File: src/rtl/multicycle_control_unit.sv
// Multi-cycle ARM-subset control unit: Moore FSM, CondEx, NZCV register.
// Define MCU_BL_EN to add the LINK state for BL (write LR, then branch).
module multicycle_control_unit #(
    parameter int         ALUCTRL_W   = 3,
    parameter logic [3:0] FLAGS_RESET = 4'b0000
) (
    input  logic                 clk,
    input  logic                 reset,
    input  logic [1:0]           i_op,
    input  logic [5:0]           i_funct,
    input  logic [3:0]           i_cond,
    input  logic [3:0]           i_ALUFlags,
    input  logic                 i_MemReady,
    output logic                 o_PCWrite,
    output logic                 o_AdrSrc,
    output logic                 o_IRWrite,
    output logic                 o_MemWrite,
    output logic                 o_RegWrite,
    output logic                 o_LinkWrite,
    output logic [1:0]           o_ResultSrc,
    output logic                 o_ALUSrcA,
    output logic [1:0]           o_ALUSrcB,
    output logic [ALUCTRL_W-1:0] o_ALUControl,
    output logic [1:0]           o_ImmSrc,
    output logic [1:0]           o_RegSrc,
    output logic                 o_Undef,
    output logic [3:0]           o_flags
);

`ifdef MCU_BL_EN
    localparam logic BL_EN = 1'b1;
`else
    localparam logic BL_EN = 1'b0;
`endif

    typedef enum logic [3:0] {
        S_FETCH, S_DECODE, S_MEMADR, S_MEMRD, S_MEMWB, S_MEMWR,
        S_EXECR, S_EXECI, S_ALUWB, S_BRANCH, S_LINK
    } state_t;

    state_t     r_state, w_next;
    logic [3:0] r_flags;
    logic [3:0] w_cmd;
    logic       w_cond_ex, w_dp_ok, w_is_cmp, w_nz_only, w_flag_wr;
    logic [2:0] w_dp_ctl, w_ctl;
    logic       w_pcw, w_irw, w_mw, w_rw, w_lw, w_undef;

    assign w_cmd = i_funct[4:1];

    // ARM condition evaluation against the stored {C,V,N,Z}
    always_comb begin
        w_cond_ex = 1'b1;
        case (i_cond)
            4'h0: w_cond_ex = r_flags[0];
            4'h1: w_cond_ex = ~r_flags[0];
            4'h2: w_cond_ex = r_flags[3];
            4'h3: w_cond_ex = ~r_flags[3];
            4'h4: w_cond_ex = r_flags[1];
            4'h5: w_cond_ex = ~r_flags[1];
            4'h6: w_cond_ex = r_flags[2];
            4'h7: w_cond_ex = ~r_flags[2];
            4'h8: w_cond_ex = r_flags[3] & ~r_flags[0];
            4'h9: w_cond_ex = ~r_flags[3] | r_flags[0];
            4'hA: w_cond_ex = r_flags[1] == r_flags[2];
            4'hB: w_cond_ex = r_flags[1] != r_flags[2];
            4'hC: w_cond_ex = ~r_flags[0] & (r_flags[1] == r_flags[2]);
            4'hD: w_cond_ex = r_flags[0] | (r_flags[1] != r_flags[2]);
            default: w_cond_ex = 1'b1;
        endcase
    end

    // Data-processing command decode into ALU op and flag class
    always_comb begin
        w_dp_ok   = 1'b1;
        w_is_cmp  = 1'b0;
        w_nz_only = 1'b0;
        w_dp_ctl  = 3'b000;
        case (w_cmd)
            4'b0100: w_dp_ctl = 3'b000;
            4'b0010: w_dp_ctl = 3'b001;
            4'b1010: begin
                w_dp_ctl = 3'b001;
                w_is_cmp = 1'b1;
            end
            4'b0000: begin
                w_dp_ctl  = 3'b100;
                w_nz_only = 1'b1;
            end
            4'b1100: begin
                w_dp_ctl  = 3'b101;
                w_nz_only = 1'b1;
            end
            4'b1101: begin
                w_dp_ctl  = 3'b010;
                w_nz_only = 1'b1;
            end
            default: w_dp_ok = 1'b0;
        endcase
    end

    // Next-state and Moore outputs, defaults first
    always_comb begin
        w_next      = r_state;
        w_pcw       = 1'b0;
        w_irw       = 1'b0;
        w_mw        = 1'b0;
        w_rw        = 1'b0;
        w_lw        = 1'b0;
        w_undef     = 1'b0;
        o_AdrSrc    = 1'b0;
        o_ResultSrc = 2'b00;
        o_ALUSrcA   = 1'b0;
        o_ALUSrcB   = 2'b00;
        w_ctl       = 3'b000;
        case (r_state)
            S_FETCH: begin
                o_ALUSrcA   = 1'b1;
                o_ALUSrcB   = 2'b10;
                o_ResultSrc = 2'b10;
                w_irw       = i_MemReady;
                w_pcw       = i_MemReady;
                if (i_MemReady) w_next = S_DECODE;
            end
            S_DECODE: begin
                o_ALUSrcA = 1'b1;
                o_ALUSrcB = 2'b10;
                w_next    = S_FETCH;
                case (i_op)
                    2'b00: begin
                        if (w_dp_ok)
                            w_next = i_funct[5] ? S_EXECI : S_EXECR;
                        else
                            w_undef = 1'b1;
                    end
                    2'b01: begin
                        if (~i_funct[5] & i_funct[4] & ~i_funct[2] & ~i_funct[1])
                            w_next = S_MEMADR;
                        else
                            w_undef = 1'b1;
                    end
                    2'b10: w_next = (BL_EN & i_funct[4]) ? S_LINK : S_BRANCH;
                    default: w_undef = 1'b1;
                endcase
            end
            S_MEMADR: begin
                o_ALUSrcB = 2'b01;
                w_ctl     = i_funct[3] ? 3'b000 : 3'b001;
                w_next    = i_funct[0] ? S_MEMRD : S_MEMWR;
            end
            S_MEMRD: begin
                o_AdrSrc = 1'b1;
                if (i_MemReady) w_next = S_MEMWB;
            end
            S_MEMWB: begin
                o_ResultSrc = 2'b01;
                w_rw        = w_cond_ex;
                w_next      = S_FETCH;
            end
            S_MEMWR: begin
                o_AdrSrc = 1'b1;
                w_mw     = w_cond_ex;
                if (i_MemReady) w_next = S_FETCH;
            end
            S_EXECR, S_EXECI: begin
                o_ALUSrcB = (r_state == S_EXECI) ? 2'b01 : 2'b00;
                w_ctl     = w_dp_ctl;
                w_next    = w_is_cmp ? S_FETCH : S_ALUWB;
            end
            S_ALUWB: begin
                w_rw   = w_cond_ex;
                w_next = S_FETCH;
            end
            S_BRANCH: begin
                o_ALUSrcA   = 1'b1;
                o_ALUSrcB   = 2'b01;
                o_ResultSrc = 2'b10;
                w_pcw       = w_cond_ex;
                w_next      = S_FETCH;
            end
            S_LINK: begin
                o_ALUSrcA   = 1'b1;
                o_ALUSrcB   = 2'b11;
                o_ResultSrc = 2'b10;
                w_rw        = w_cond_ex;
                w_lw        = 1'b1;
                w_next      = S_BRANCH;
            end
            default: w_next = S_FETCH;
        endcase
    end

    assign w_flag_wr = (r_state == S_EXECR || r_state == S_EXECI) &
                       w_cond_ex & (i_funct[0] | w_is_cmp);

    // State register; reset returns to FETCH
    always_ff @(posedge clk) begin
        if (reset) r_state <= S_FETCH;
        else       r_state <= w_next;
    end

    // NZCV register; logic ops leave C and V untouched
    always_ff @(posedge clk) begin
        if (reset)
            r_flags <= FLAGS_RESET;
        else if (w_flag_wr) begin
            if (w_nz_only) r_flags[1:0] <= i_ALUFlags[1:0];
            else           r_flags      <= i_ALUFlags;
        end
    end

    // Strobes are forced low during reset so no partial write escapes
    assign o_PCWrite    = w_pcw & ~reset;
    assign o_IRWrite    = w_irw & ~reset;
    assign o_MemWrite   = w_mw & ~reset;
    assign o_RegWrite   = w_rw & ~reset;
    assign o_LinkWrite  = BL_EN & w_lw & ~reset;
    assign o_Undef      = w_undef & ~reset;
    assign o_ALUControl = ALUCTRL_W'(w_ctl);
    assign o_ImmSrc     = i_op;
    assign o_RegSrc     = {(i_op == 2'b01) & ~i_funct[0], i_op == 2'b10};
    assign o_flags      = r_flags;

endmodule

File: config.mk
export PLATFORM = sky130hd
export DESIGN_NAME = multicycle_control_unit
export DESIGN_NICKNAME = d
export VERILOG_FILES = /design/src/rtl/multicycle_control_unit.sv
export SDC_FILE = /design/constraint.sdc
export NUM_CORES = 1
export LEC_CHECK = 0
export CORE_ASPECT_RATIO = 0.6
export CORE_MARGIN = 3
export CORE_UTILIZATION = 44
export CTS_CLUSTER_SIZE = 14
export DETAILED_ROUTE_END_ITERATION = 8
export HOLD_SLACK_MARGIN = 0.05
export PLACE_DENSITY_LB_ADDON = 0.15
export SYNTH_ARGS = -nofsm -noshare
export SYNTH_HDL_FRONTEND = slang
export SYNTH_SLANG_ARGS = --single-unit
File: constraint.sdc
create_clock -name clk -period 1.9 [get_ports clk]
set_input_delay 0.285 -clock clk [delete_from_list [all_inputs] [get_ports clk]]
set_output_delay 0.285 -clock clk [all_outputs]
set_load 0.03 [all_outputs]
==> results.json <==
{
  "ioPinCount": 42,
  "post_drt_via_cell_ratio": 5.584,
  "fin_cells": 245,
  "clock_latency_ps": 230,
  "synthArstFlopShare": 0,
  "first_pass_iters": 4,
  "antenna_found_initial": 0,
  "detail-route-antenna-nets": 0,
  "power.leakage_nw": 0.7689,
  "clkSinkCount": 8,
  "clkTransAtPathRegs_ps": 40,
  "switching_share": 0.3783,
  "period_minus_slack_ps": 2222,
  "status": "finished with violations",
  "hold_ws_ps": 622.4,
  "start_kind": "flop",
  "max_freq_mhz": 450.0,
  "drt_first_iter_violations": 149,
  "worst_r2r_path_depth": 9,
  "initial_core_util": 0.4868,
  "crit_type": "reg -> out",
  "fin_skew_ps": 1.640,
  "synth_area_sq_um": 1109,
  "htree_levels": 1,
  "wl_per_cell_um": 15.86,
  "setup_viol": 3,
  "critPathCaptureType": "output pin",
  "io_buffers": 40,
  "first_global_vias": 1281,
  "drc_errors": 0,
  "vias": 1368,
  "yosys.area.top_type": "dfxtp_1",
  "syn_nets": 172,
  "rsz0062_at_grt": "yes",
  "ir_worst_vdd_mv": 0.4142,
  "seq_area_sq_um": 167.7,
  "cp_data_arrival_time_ps": 1940,
  "slew_viol_final": 0,
  "place_area_sq_um": 1684,
  "dieArea_sq_um": 3178,
  "die_w_um": 70.80,
  "dp_hpwl_um": 2813,
  "hold_path.class": "in -> reg",
  "syn_to_final_growth_pct": 63.21,
  "synth-seq-area-share": 0.1445,
  "yosys_warnings": 0,
  "p_per_area_nw_per_um2": 441.5,
  "sequentialPowerShare": 0.232,
  "crit_chain": "or4b_4, a31oi_1, o21ai_1, and3_4, o41ai_4, buf_4",
  "violations": "negative setup slack",
  "cts_hold_buf": 0,
  "netlist_top_cells_area": "dfxtp_1, nand2b_1, mux2i_1",
  "synth_flop_cell": "dfxtp_1",
  "ys_top_cells_by_count": "nor2_1, nand2b_1, o21ai_0, dfxtp_1, nand2_1",
  "fin_nets": 235,
  "grt_start_max_net_pins": 19,
  "fp.dieH_um": 44.88,
  "hold_depth": 3,
  "drive_above_1_share": 0.3581,
  "ys_ff_latch": 8,
  "yosysTopAreaCellShare": 0.1445,
  "synthCells": 153,
  "multi_input_area_sq_um": 918.4,
  "rows": 13,
  "clockBufferDepth": 2,
  "intPower_mw": 0.4966,
  "dp.cells": 239,
  "p_clk_frac": 0.277,
  "path_delay_family": "simple AND/OR/NAND/NOR gates",
  "crit_buf_inv": 1,
  "ys_types": 52,
  "cts_tree": "built",
  "fill_cells": 160,
  "post-route-period-util": 1.170,
  "final_util": 0.7945,
  "wl_um": 3885,
  "crit_required_ps": 1620,
  "synth_edf_count": 0,
  "num_antenna_cells": 0,
  "drv_cap": 0,
  "grt_overflow": 0,
  "cts_root_buf": "clkbuf_8",
  "grt_pass1_wl_um": 6113,
  "critPathMaxStageDelay_ps": 470,
  "p_comb_frac": 0.492,
  "p_switching_mw": 0.3022,
  "gp_congestion": 0.9108,
  "path_max_fanout": 3,
  "synth_area_per_cell_sq_um": 7.246,
  "hold_viol_final": 0,
  "slowest_stage": "or4b_4",
  "core_region_area_sq_um": 2277,
  "track_usage": 0.2499,
  "critical_path_cell_count": 6,
  "worst_slack_ps": -322.2,
  "cts_buffers": 3,
  "synth.most_common_cell": "nor2_1",
  "final_area_sq_um": 1809
}
worst register-to-register path: stages (launching register included):
cell and delay [ps]:
dfxtp_4 340, buf_4 140, buf_4 140, xnor2_1 240, a21oi_2 60, a211oi_2 240, buf_4 170, a31oi_1 80
buf_4 160, mux2i_1 110
flip-flops by register name, summed over array words and instances (netlist names):
name and count:
r_state 4, o_flags 4
cells by family after synthesis:
family                    Yosys count  share of synthesized area
and+or+nand+nor                    78                     0.4312
buffers and inverters              21                     0.1106
xor gates and xnor gates            4                    0.03161
muxes                               7                    0.06434
AOI/OAI and AO/OA                  34                     0.2144
DFF                                 8                     0.1445
other                               1                   0.003383
power by group through the flow:
stage,Clock (mW),Combinational [mW],Sequential (mW)
2_1_floorplan,0,0.235,0.181
3_3_place_gp,0,0.362,0.186
3_5_place_dp,0,0.372,0.186
4_1_cts,0.223,0.374,0.183
5_1_grt,0.232,0.424,0.186
6_report,0.221,0.393,0.185
layout make-up:
type	count	area share
multi-input combinational	124	0.5076
timing repair buffer	74	0.3437
sequential	8	0.09267
clock buffer	4	0.02490
tap	30	0.02075
inverter	5	0.01037
cells in the final DEF, fill, tap and decap left out, drive strengths merged, types with 2 or more instances in the layout:
cell and count:
o311ai 3, dfxtp 8, nor3 5, a21oi 3
o21a 2, nor4 5, o21ai 10, xnor2 3
nand2 8, nor4b 2, o21bai 2, a31oi 5
clkbuf 5, nand3 4, dlymetal6s2s 2, nor2b 7
mux2i 6, dlygate4sd2 5, buf 50, nor3b 5
nor2 16, nand2b 10, inv 5, clkdlybuf4s50 16
nand3b 2, nand4b 2, or2b 6
final timing paths:
path	slack, ps	start	end
min	620	i_ALUFlags[0]	o_flags[0]
max	-320	o_flags[1]	o_PCWrite
min reg2reg	680	r_state[0]	r_state[2]
max reg2reg	110	o_flags[1]	o_flags[2]
routing by layer:
metal / vias up / track usage / part of all wire
met4: 0 / 0.08240 / 0.015
met3: 7 / 0.07111 / 0.11
li1: 673 / - / -
met2: 70 / 0.3683 / 0.42
met1: 618 / 0.3525 / 0.46
met5: - / 0 / 0
through the flow:
stage / power [mW] / setup WS [ps] / setup TNS [ps]
finish: 0.7987 / -322.2 / -921.0
global placement: 0.5479 / -557.5 / -3374
detailed placement: 0.5578 / -602.1 / -3818
floorplan: 0.4152 / -183.7 / -432.7
CTS: 0.7799 / -346.7 / -942.3
global route: 0.8418 / -405.5 / -1230
timing repair:
item                                    4_1_cts  5_1_grt
pin swaps                                     4        5
buffers inserted                              2        2
gates cloned                                  0        0
gates resized for setup                      15       19
endpoints found under the setup margin        9       15
Power figures use the tool's default switching activity.
